==> config.mk <==
export PLATFORM = sky130hd
export DESIGN_NAME = prog_tc_counter
export DESIGN_NICKNAME = d
export VERILOG_FILES = /design/src/rtl/prog_tc_counter.sv
export SDC_FILE = /design/constraint.sdc
export NUM_CORES = 1
export LEC_CHECK = 0
export CORE_UTILIZATION = 50
export CTS_CLUSTER_SIZE = 24
export DETAILED_ROUTE_END_ITERATION = 8
export PLACE_DENSITY = 0.77
export SLEW_MARGIN = 0
export SYNTH_ARGS = -nofsm -noshare
export SYNTH_HDL_FRONTEND = slang
export SYNTH_SLANG_ARGS = --single-unit
==> constraint.sdc <==
create_clock -name clk -period 3.9 [get_ports clk]
set_input_delay 0.975 -clock clk [delete_from_list [all_inputs] [get_ports clk]]
set_output_delay 0.975 -clock clk [all_outputs]
set_load 0.005 [all_outputs]
==> src/rtl/prog_tc_counter.sv <==
// ---------------------------------------------------------------------------
// prog_tc_counter
//   Programmable terminal-count counter used as an event/interval timer.
//   A start pulse (en) captures the terminal value and mode, then count walks
//   from 0 up to term_reg. tc pulses for one cycle when count reaches
//   term_reg. In one-shot mode the run then ends and done is set. In
//   auto-reload mode count returns to 0 and the run continues.
//
// Parameters
//   WIDTH    counter / terminal value width (>= 2)
//   PRESC_W  prescaler width (only meaningful when PRESC_EN is defined)
//
// Configuration macro
//   PRESC_EN  when defined, adds the presc input. count then advances once
//             every presc_reg+1 clk cycles. When the macro is undefined,
//             count advances every cycle.
//
// Ports
//   clk       rising-edge clock
//   reset     synchronous active-high reset, highest priority
//   en        start / retrigger pulse
//   stop      abort a run (ignored when idle, wins over en)
//   mode      0 = one-shot, 1 = auto-reload (captured at start)
//   term_val  terminal count (captured at start)
//   presc     prescale divisor minus one (PRESC_EN only, captured at start)
//   count     current count
//   busy      high while a run is active
//   tc        one-cycle terminal-count pulse
//   done      sticky one-shot completion flag, cleared by start or reset
// ---------------------------------------------------------------------------
module prog_tc_counter #(
    parameter int WIDTH   = 16,
    parameter int PRESC_W = 8
) (
    input  logic               clk,
    input  logic               reset,
    input  logic               en,
    input  logic               stop,
    input  logic               mode,
    input  logic [WIDTH-1:0]   term_val,
`ifdef PRESC_EN
    input  logic [PRESC_W-1:0] presc,
`endif
    output logic [WIDTH-1:0]   count,
    output logic               busy,
    output logic               tc,
    output logic               done
);

    // Reject nonsensical configurations at elaboration time.
    if (WIDTH < 2 || PRESC_W < 1) begin : g_param_check
        $error("prog_tc_counter: WIDTH must be >= 2 and PRESC_W >= 1");
    end

    typedef enum logic {
        IDLE = 1'b0,
        RUN  = 1'b1
    } state_t;

    localparam logic [WIDTH-1:0] CNT_ONE = WIDTH'(1);

    state_t           state;
    logic [WIDTH-1:0] term_reg;
    logic             mode_reg;

    logic [WIDTH-1:0] count_inc;
    logic             at_term;
    logic             start;
    logic             tick;

    assign count_inc = count + CNT_ONE;
    assign at_term   = (count == term_reg);

    // stop only matters while running; in that case it overrides en.
    assign start = en && !((state == RUN) && stop);

`ifdef PRESC_EN
    localparam logic [PRESC_W-1:0] PRE_ONE = PRESC_W'(1);

    logic [PRESC_W-1:0] presc_reg;
    logic [PRESC_W-1:0] presc_cnt;

    // tick marks the last clk cycle spent at the current count value.
    assign tick = (presc_cnt == presc_reg);
`else
    assign tick = 1'b1;
`endif

    always_ff @(posedge clk) begin
        if (reset) begin
            state    <= IDLE;
            count    <= '0;
            term_reg <= '0;
            mode_reg <= 1'b0;
            busy     <= 1'b0;
            tc       <= 1'b0;
            done     <= 1'b0;
`ifdef PRESC_EN
            presc_reg <= '0;
            presc_cnt <= '0;
`endif
        end else if (start) begin
            // Start from idle or retrigger mid-run: identical behaviour.
            state    <= RUN;
            count    <= '0;
            term_reg <= term_val;
            mode_reg <= mode;
            busy     <= 1'b1;
            done     <= 1'b0;
            // A zero terminal value is already at terminal on the first cycle.
            tc       <= (term_val == '0);
`ifdef PRESC_EN
            presc_reg <= presc;
            presc_cnt <= '0;
`endif
        end else if (state == RUN) begin
            if (stop) begin
                // Abort: count holds, done is left as it was.
                state <= IDLE;
                busy  <= 1'b0;
                tc    <= 1'b0;
`ifdef PRESC_EN
                presc_cnt <= '0;
`endif
            end else if (tick) begin
`ifdef PRESC_EN
                presc_cnt <= '0;
`endif
                if (at_term) begin
                    if (!mode_reg) begin
                        // One-shot completion; count stays at term_reg.
                        state <= IDLE;
                        busy  <= 1'b0;
                        tc    <= 1'b0;
                        done  <= 1'b1;
                    end else begin
                        // Auto-reload. With term_reg == 0 every cycle is
                        // terminal, so tc stays high.
                        count <= '0;
                        tc    <= (term_reg == '0);
                    end
                end else begin
                    count <= count_inc;
                    tc    <= (count_inc == term_reg);
                end
            end else begin
                // Between prescale ticks count holds and tc is only allowed
                // in the first cycle at the terminal value.
                tc <= 1'b0;
`ifdef PRESC_EN
                presc_cnt <= presc_cnt + PRE_ONE;
`endif
            end
        end
    end

endmodule

==> flow_summary.ini <==
[worst_setup_path]
worstPathRequired_ns = 4.05
path_cells = xor2_1 > or4_1 > or4_1 > o31ai_4 > nor2_1
critPathTopFamily = simple AND/OR/NAND/NOR gates
max_stage_delay_ns = 0.87
cp-end-kind = register
crit_arrival_ns = 3.16
cp_common_cell = or4_1
critPathMaxFanout = 18
crit_type = register to register
crit_buf_inv = 0
cp-start-kind = register
cpMaxStageDelayCell = or4_1

[yosys]
synthCells = 276
netlist_area_sq_um = 2150
ys_warn_count = 0
yosysSeqAreaShare_pct = 34.5
synthDistinctLibCells = 42
ys_ff_latch = 37
syn_area_per_cell_sq_um = 7.79
synth_nets = 298

[layout]
nFillCells = 377
final_common_cell = nand2_1
final_cell_mix = 41 x nand2_1, 39 x clkdlybuf4s50_1, 37 x dfxtp_1, 26 x nor2_1
final-seq-area_sq_um = 741
antenna_cells = 0
multi_input_area_sq_um = 1300
nets = 328
syn_to_final_growth_pct = 23.7
drive_gt1_share_pct = 4.56

[clock_tree]
cts_tree = built
cts_buffer_depth = 2
ctsHtreeMaxLevel = 2
cts_buffers = 5
clk_pin_slew_ns = 0.08
clock_sinks = 37
hold_buffers = 0
post_cts_buffers = 0
post_cts_resized = 0
cts_root_buf = clkbuf_8
clk_latency_ns = 0.29

[timing]
period_share_pct = 77.0
skew_ns = 0.00801
hold_violations = 0
timing.slew.headroom_pct = 52.7
fin_crit_ns = 3.00
fin_tns_setup_ns = 0
rsz0062_at_grt = no
timing.final.ws_setup_ns = 0.897
setup_viol = 0
worstMarginPinSlew_ns = 0.710
maxSlewViolCount = 0
clock.fmax_mhz = 333

[floorplan]
dieWidth_um = 67.6
num_rows = 23
num_io_pins = 40
die_h_um = 67.6
core_sq_um = 4060
die_area_sq_um = 4570
start_util_pct = 53.0

[grt]
grt_max_degree = 22
gr-usage-all-layers_pct = 25.2
grt_pass1_vias = 1847
antenna_found_initial = 0
grt_overflow = 0
grt_pass1_wl_mm = 8.58

[placed_design]
place_congestion = 0.980
place_ws_ns = 0.943
io_buffers = 39
hpwlAfterDp_mm = 3.98

[detailed_routing]
wire_per_inst_um = 15.1
postRouteWirelength_mm = 5.39
first_pass_iters = 4
drt_first_iter_violations = 222
final_antenna_net_count = 0
num_vias = 2076
drc = 0
viasPerCell = 5.82

[job]
maxCapViolations = 0

[pwr]
p_per_area_nw_per_um2 = 328
ir_drop_uv = 166
p_leak_nw = 0.982

[min_path]
worst_hold_path_type = register to register

[run_status]
status = completed
==> worst register-to-register path: cells and delay by family (launching register included) <==
family / cells / cell delay (ns)
XOR/XNOR: 1 / 0.14
flip-flops: 1 / 0.53
AND/OR/NAND/NOR: 3 / 1.49
AO/OA/AOI/OAI: 1 / 0.71
==> per-stage QoR <==
| step | area [sq um] | util (%) | power [W] | instances | hold WS, ns |
|---|---|---|---|---|---|
| finish | 2660 | 65.5 | 0.000873 | 357 | 0.500 |
| global route | 2660 | 65.5 | 0.000903 | 357 | 0.515 |
| CTS | 2660 | 65.5 | 0.000877 | 357 | 0.498 |
| detailed placement | 2540 | 62.6 | 0.000531 | 349 | 0.468 |
| global placement | 2540 | 62.6 | 0.000530 | 349 | 0.473 |
| floorplan | 2150 | - | 0.000484 | 276 | 0.461 |
==> routing by layer <==
layer  vias up  global-route usage, %  routed length [um]
li1       1022                      -                   -
met1       947                   32.5                2380
met2        95                   41.5                2500
met3        12                   4.90                 394
met4         0                   8.78                 110
met5         -                      0                   0
==> power by group <==
group          switching, W  internal (W)  total [W]
logic             0.0000586     0.0000550   0.000114
clock network      0.000141      0.000208   0.000348
registers         0.0000198      0.000391   0.000411
total              0.000219      0.000654   0.000873
==> synthesized netlist by cell type, drive strengths merged <==
master | instances | area share (%)
nand2 | 41 | 7.2
dfxtp | 37 | 34
nor2 | 26 | 4.5
a21oi | 24 | 5.6
xor2 | 24 | 9.8
xnor2 | 16 | 6.5
clkbuf | 14 | 2.4
o211ai | 10 | 3.7
nor3 | 9 | 2.1
nor4 | 9 | 2.6
and3 | 7 | 2.0
o21ai | 7 | 1.8
inv | 6 | 1.0
buf | 5 | 1.6
nand3 | 5 | 1.2
a31oi | 4 | 1.2
nand4 | 4 | 1.2
or4 | 3 | 1.0
and2 | 2 | 0.58
and4 | 2 | 0.82
nor2b | 2 | 0.58
o21a | 2 | 0.70
o31ai | 2 | 1.3
or3 | 2 | 0.58
a2111o | 1 | 0.52
a211o | 1 | 0.41
a211oi | 1 | 0.35
a22o | 1 | 0.41
a41o | 1 | 0.47
a41oi | 1 | 0.41
ha | 1 | 0.58
mux2i | 1 | 0.47
nand2b | 1 | 0.29
nand3b | 1 | 0.35
nor3b | 1 | 0.35
nor4b | 1 | 0.41
o32a | 1 | 0.47
==> logic make-up after synthesis <==
group / Yosys count / share of synthesized area [%]
compound gates: 56 / 17.3
flops: 37 / 34.5
simple gates: 116 / 25.8
mux: 1 / 0.466
xor+xnor: 40 / 16.3
fa+ha+maj: 1 / 0.582
buf+inv: 25 / 5.06
==> area by class of cell <==
cell class,instances,share of cell area (%)
tap,50,2.35
clock inverter,2,1.41
timing repair buffer,42,15.5
sequential,37,27.9
clock buffer,6,3.11
inverter,6,0.847
multi-input combinational,214,48.9
==> final timing paths <==
path	start	depth (start not counted)	slack [ns]	endpoint
max reg2reg	count[9]	5	0.90	count[4]
max	count[9]	5	0.90	count[4]
min	term_reg[0]	2	0.50	term_reg[0]
min reg2reg	term_reg[0]	2	0.50	term_reg[0]
(Power assumes the default switching activity.)
